==> src/rtl/pow_5_result_history.sv <==
// pow_5_result_history: keeps the newest DEPTH fifth-power results for a hex
// display, along with per-digit enables, a saturating result count and a
// "new result" LED that stays lit for a while after each capture.
// Optional macro POW_5_RESULT_HISTORY_FREEZE_EN adds a freeze input. While
// freeze is high the display holds still, but arrivals are still counted and
// still light the LED.

// One history slot: cleared, loaded from its neighbour on a shift, or held.
module pow_5_result_history_entry #(
    parameter int W = 8
) (
    input  logic         clk,
    input  logic         rst,
    input  logic         clear,
    input  logic         shift,
    input  logic [W-1:0] d,
    output logic [W-1:0] q
);
    logic [W-1:0] q_d, q_q;

    // Next slot value. Clear wins over shift.
    always_comb begin
        q_d = q_q;
        if (clear)      q_d = '0;
        else if (shift) q_d = d;
    end

    // Slot register.
    always_ff @(posedge clk) begin
        if (rst) q_q <= '0;
        else     q_q <= q_d;
    end

    assign q = q_q;
endmodule

module pow_5_result_history #(
    parameter int W       = 8,
    parameter int DEPTH   = 4,
    parameter int STRETCH = 3
) (
    input  logic                   clk,
    input  logic                   rst,
    input  logic                   clk_en,
    input  logic                   clr,
`ifdef POW_5_RESULT_HISTORY_FREEZE_EN
    input  logic                   freeze,
`endif
    input  logic                   res_vld,
    input  logic [W-1:0]           res,
    output logic [DEPTH*W-1:0]     hist,
    output logic [DEPTH*W/4-1:0]   hist_en,
    output logic [$clog2(DEPTH+1)-1:0] fill,
    output logic [7:0]             cnt,
    output logic                   vld_led
);
    localparam int DIGS = W / 4;
    localparam int FW   = $clog2(DEPTH + 1);
    localparam int SW   = $clog2(STRETCH + 1);

    logic                   clear, accept, hold, shift;
    logic [DEPTH-1:0][W-1:0] hist_q;
    logic [FW-1:0]          fill_d, fill_q;
    logic [7:0]             cnt_d, cnt_q;
    logic [SW-1:0]          stretch_d, stretch_q;
    logic                   vld_led_d, vld_led_q;

    assign clear  = clk_en & clr;
    assign accept = clk_en & res_vld & ~clr;
`ifdef POW_5_RESULT_HISTORY_FREEZE_EN
    assign hold   = freeze;
`else
    assign hold   = 1'b0;
`endif
    // Frozen accepts still count and still light the LED. They just don't move the display.
    assign shift  = accept & ~hold;

    // Shift chain. Entry 0 takes the new result, and entry k takes entry k-1.
    for (genvar k = 0; k < DEPTH; k++) begin : g_entry
        if (k == 0) begin : g_head
            pow_5_result_history_entry #(.W(W)) u_entry (
                .clk(clk), .rst(rst), .clear(clear), .shift(shift),
                .d(res), .q(hist_q[k])
            );
        end else begin : g_tail
            pow_5_result_history_entry #(.W(W)) u_entry (
                .clk(clk), .rst(rst), .clear(clear), .shift(shift),
                .d(hist_q[k-1]), .q(hist_q[k])
            );
        end
        // All digits of an entry turn on together once that entry is filled.
        assign hist_en[k*DIGS +: DIGS] = {DIGS{fill_q > FW'(k)}};
    end

    // Next fill, count, stretch and LED state.
    always_comb begin
        fill_d    = fill_q;
        cnt_d     = cnt_q;
        stretch_d = stretch_q;
        if (clear) begin
            fill_d    = '0;
            cnt_d     = '0;
            stretch_d = '0;
        end else if (accept) begin
            if (shift && fill_q != FW'(DEPTH)) fill_d = fill_q + FW'(1);
            if (cnt_q != 8'hFF)                cnt_d  = cnt_q + 8'd1;
            stretch_d = SW'(STRETCH);
        end else if (clk_en && stretch_q != '0) begin
            stretch_d = stretch_q - SW'(1);
        end
        vld_led_d = (stretch_d != '0);
    end

    // Registered state. Reset is not gated by clk_en.
    always_ff @(posedge clk) begin
        if (rst) begin
            fill_q    <= '0;
            cnt_q     <= '0;
            stretch_q <= '0;
            vld_led_q <= 1'b0;
        end else begin
            fill_q    <= fill_d;
            cnt_q     <= cnt_d;
            stretch_q <= stretch_d;
            vld_led_q <= vld_led_d;
        end
    end

    assign hist    = hist_q;
    assign fill    = fill_q;
    assign cnt     = cnt_q;
    assign vld_led = vld_led_q;
endmodule
==> config.mk <==
export PLATFORM = sky130hd
export DESIGN_NAME = pow_5_result_history
export DESIGN_NICKNAME = d
export VERILOG_FILES = /design/src/rtl/pow_5_result_history.sv
export SDC_FILE = /design/constraint.sdc
export NUM_CORES = 1
export LEC_CHECK = 0
export CORE_MARGIN = 2
export CORE_UTILIZATION = 35
export DETAILED_ROUTE_END_ITERATION = 8
export PLACE_DENSITY = 0.76
export SLEW_MARGIN = 20
export SYNTH_ARGS = -nofsm -noshare
export SYNTH_HDL_FRONTEND = slang
export SYNTH_SLANG_ARGS = --single-unit
==> constraint.sdc <==
create_clock -name clk -period 4.3 [get_ports clk]
set_clock_uncertainty 0.1 [all_clocks]
set_input_delay 0.86 -clock clk [delete_from_list [all_inputs] [get_ports clk]]
set_output_delay 0.86 -clock clk [all_outputs]
set_load 0.1 [all_outputs]
# ---- After elaboration in Yosys (flattened, before gate mapping)
# Cells that the tools add are included.
dict set report word_totals {
  out_inout_bits 52
  mem_bits_ro 0
  reg_bits 46
  input_bits 13
  latch_bits 0
  ramBits 0
  elab_cells 31
  memories 0
}
dict set report op_classes {
  add_sub_neg 3
  n_eq_ne 2
  bitwise_logic 4
  shift 0
  magnitude_cmp 4
  div 0
  n_reduce_logical 7
  n_mux 3
  mul 0
}
# cell n
set op_table {}
lappend op_table {{adder 8 x 1 -> 8 bit, second input constant} 1}
lappend op_table {{!= test 8 bit, second input constant} 1}
lappend op_table {{> comparator 3 x 1 -> 1 bit, second input constant} 2}
lappend op_table {{> comparator 3 x 2 -> 1 bit, second input constant} 2}
lappend op_table {{2-to-1 mux 2 bit} 3}
lappend op_table {{AND reduction 2 bit} 2}
lappend op_table {{nonzero test 2 bit} 2}
lappend op_table {{adder 3 x 1 -> 3 bit, second input constant} 1}
lappend op_table {{bitwise AND 1 bit} 3}
lappend op_table {{!= test 3 bit, second input constant} 1}
lappend op_table {{logical AND 1 bit} 2}
lappend op_table {{OR reduction 2 bit} 1}
lappend op_table {{subtractor 2 x 1 -> 2 bit, second input constant} 1}
lappend op_table {{NOT 1 bit} 1}

# ---- Logic depth before layout (Yosys ltp)
dict set report depth {
  word_depth 6
  mapped_depth 5
}

# ---- Hierarchy
# A second synthesis with hierarchy kept.
dict set report hier_totals {
  hier_cells 205
  hier_area_um2 1993.2
}
# mod n_inst area_each_um2 seq_area_each_um2 cells_each
set modules_own_cells {}
lappend modules_own_cells {pow_5_result_history_entry 4 295.3 160.2 27}
lappend modules_own_cells {pow_5_result_history 1 812.0 280.3 97}

# ---- Worst setup path before layout
# No wires, ideal clock.
dict set report synth_timing {
  path_kind {register -> output}
  startpoint {reg fill_q[0], in the netlist fill[0]}
  endpoint {out hist_en[5]}
  arrival_time_ps 4140
  path_slack_ps -800
  path_stages_with_launch 5
  path_buffers 1
  cell_sequence {dfxtp_1 > inv_1 > ha_1 > o21ai_0 > buf_4}
}
dict set report synth_via {
  elab_chain_cells 1
}
# element line
set synth_rtl {}
lappend synth_rtl {{from (decl)} 63} ;# logic [FW-1:0] fill_d, fill_q;
lappend synth_rtl {{from (signal assigned)} 122} ;# fill_q <= fill_d;
lappend synth_rtl {{> comparator 3 x 2 -> 1 bit} 92} ;# assign hist_en[k*DIGS +: DIGS] = {DIGS{fill_q > FW'(k)}};
lappend synth_rtl {{to (decl)} 52} ;# output logic [DEPTH*W/4-1:0] hist_en,
# Every way passes these cells.

# ---- Worst setup path in the final report
dict set report layout_timing {
  startpoint {reg fill_q[0], in the netlist fill[0]}
  endpoint {out hist_en[6]}
}
# The elaborated chain is that of the path after synthesis.

==> out/qor.csv <==
metric,value,unit
outcome,"complete, no violations",
timing_hold_violations_final,0,
port_buffers,64,
cts_buffers,5,
synth-seq-cells,46,
fillers,510,
dp_hpwl,3130,um
drt_first_iter_violations,56,
fin_nets,310,
drt_wl_total,4420,um
grt_use_total,0.151,
critPathMaxFanout,5,
numClockSinks,46,
peakVddDrop,0.000190,V
clkTransAtPathRegs,0.08,ns
crit_path_start_kind,flip-flop,
die_area,6040,um2
placed_area,2570,um2
syn_inst,234,
fp.dieW,77.7,um
critPathKind,reg2out,
p_per_area,296,nW/um2
ys_warn_count,0,
rr_startpoint,stretch_q[0],
multi_input_area,868,um2
clockBufferDepth,2,
cts_setup_buffers,0,
synth_area,1900,um2
drive_gt1_frac,0.0377,
routedWlPerCell,12.2,um
grt_remaining_overflow,0,
grt_pass1_wl,7370,um
synth.area.mux_share,0.0270,
cts_hold_buf,0,
min_path_type,reg2reg,
required,3.34,ns
hold_start,g_entry[3].g_tail.u_entry.q[1],
dp_cells,354,
firstDrtPassIters,4,
tns,0,ns
antenna_found_initial,0,
clockRootBuffer,clkbuf_8,
synth-simple-area-share,0.219,
reg2reg_slack,2.69,ns
crit_path_end_kind,output pin,
synth-compound-area-share,0.166,
post-route-period-util,0.759,
clk_latency,0.29,ns
postRouteAntennaNets,0,
vias,1756,
initial_core_util,0.368,
whs,0.357,ns
hold_path_end,g_entry[3].g_tail.u_entry.q[1],
die_h,77.7,um
final_util,0.513,
place_congestion,0.815,
worstPathArrival,2.30,ns
fmax,0.306,GHz
syn_avg_cell_area,8.13,um2
seq_area,921,um2
synth_fa_ha_area_frac,0.0394,
area_growth,39.4,%
design_area,2650,um2
p_leak,0.878,nW
grt_pass1_vias,1613,
yosysSeqAreaShare,0.484,
syn-num-nets,253,
io_pins,65,
rsz0062_at_grt,no,
row_count,26,
post_synth_num_cell_types,33,
finalMaxSlewViolations,0,
synth_xor_area_frac,0.00460,
min_period,3.26,ns
cts_tree,yes,
finalSetupViolations,0,
instances_no_fill,362,
core-area,5170,um2
vias_per_cell,4.85,
drv_cap,0,
whs_path_depth,2,
h-tree-depth,2,
synth_top_family_by_area,simple AND/OR/NAND/NOR gates,
grt_start_max_net_pins,28,
r2r_cells,5,
route.detailed.drc,0,
regToRegEndpoint,stretch_q[1],
tightest_slew,0.988,ns
diodes,0,
ctsResizeCount,0,
relSlewSlack,0.339,
==> power by group <==
part	switching, mW	internal [mW]
sequential	0.00463	0.431
clock	0.139	0.115
combinational	0.0664	0.0297
total	0.210	0.575
==> cell type report <==
type,count,area share
clock inverter,2,0.00519
inverter,7,0.00991
tap,70,0.0330
multi-input combinational,164,0.327
sequential,46,0.347
timing repair buffer,67,0.250
clock buffer,6,0.0274
==> metrics by stage <==
| step | power [mW] | setup WS (ns) |
|---|---|---|
| 2_1_floorplan | 0.513 | 0.0522 |
| 3_3_place_gp | 0.540 | 1.31 |
| 3_5_place_dp | 0.541 | 1.32 |
| 4_1_cts | 0.795 | 1.01 |
| 5_1_grt | 0.817 | 0.902 |
| 6_report | 0.785 | 1.04 |
==> logic make-up (layout without fill, tap and decap cells) <==
kind of cell	after synthesis	after routing
AO/OA/AOI/OAI	57	57
XOR/XNOR	1	1
adder cells (fa/ha/maj)	6	6
buffers and inverters	24	82
flip-flops	46	46
multiplexers	5	5
AND/OR/NAND/NOR	95	95
==> worst max-delay path by stage <==
stage | startpoint | endpoint | slack (ns) | cells after the start
floorplan | fill[0] | hist_en[5] | 0.05 | 4
global placement | clr | cnt[4] | 1.31 | 4
detailed placement | clr | cnt[4] | 1.32 | 4
CTS | fill[1] | hist_en[6] | 1.01 | 4
global route | fill[0] | hist_en[4] | 0.90 | 4
finish | fill[0] | hist_en[6] | 1.04 | 4
==> metal layers <==
layer,GRT usage,share of wire
met1,0.188,0.48
met2,0.251,0.47
met3,0.0302,0.044
met4,0.0661,0.012
met5,0,0
==> synthesized netlist by cell type <==
cell / n / share of area
a211oi_1: 3 / 0.012
a21o_1: 1 / 0.0039
a21oi_1: 41 / 0.11
a311oi_1: 1 / 0.0046
a31oi_1: 3 / 0.0099
a41oi_1: 1 / 0.0046
and2_1: 2 / 0.0066
and3_1: 2 / 0.0066
and3b_1: 1 / 0.0046
and4_1: 2 / 0.0092
buf_2: 4 / 0.011
buf_4: 5 / 0.020
clkbuf_1: 8 / 0.016
dfxtp_1: 46 / 0.48
ha_1: 6 / 0.039
inv_1: 7 / 0.014
mux2_2: 1 / 0.0059
mux2i_1: 4 / 0.021
nand2_1: 72 / 0.14
nand2b_1: 5 / 0.016
nand3_1: 4 / 0.011
nand3b_1: 1 / 0.0039
nand4_1: 1 / 0.0033
nand4b_1: 1 / 0.0046
nor2_1: 1 / 0.0020
nor2b_1: 1 / 0.0033
nor3_1: 1 / 0.0026
nor4_1: 1 / 0.0033
o21ai_0: 4 / 0.011
o311ai_0: 1 / 0.0046
o31ai_1: 1 / 0.0039
o41ai_1: 1 / 0.0046
xnor2_1: 1 / 0.0046
==> critical path: stages (launching register included) <==
cell,delay [ns]
dfxtp_1,0.35
ha_1,0.21
ha_1,0.17
nor2_1,0.13
clkdlybuf4s50_1,1.15
==> flip-flops by register name (all words and copies together), names as in the netlist <==
name	flops
g_entry.g_tail.u_entry.q	24
g_entry.g_head.u_entry.q	8
cnt	8
vld_led	1
stretch_q	2
fill	3
==> cell usage in the layout, fill, tap and decap left out, types with 2 or more instances in the layout <==
cell / n
dfxtp_1: 46
a21oi_1: 41
buf_4: 3
and2_1: 2
clkdlybuf4s50_1: 64
and3_1: 2
a211oi_1: 3
and4_1: 2
o21ai_0: 3
nand2b_1: 5
nand2_1: 72
inv_1: 7
clkbuf_8: 5
a31oi_1: 3
ha_1: 6
nand3_1: 4
mux2i_1: 4
(Power assumes the default switching activity.)
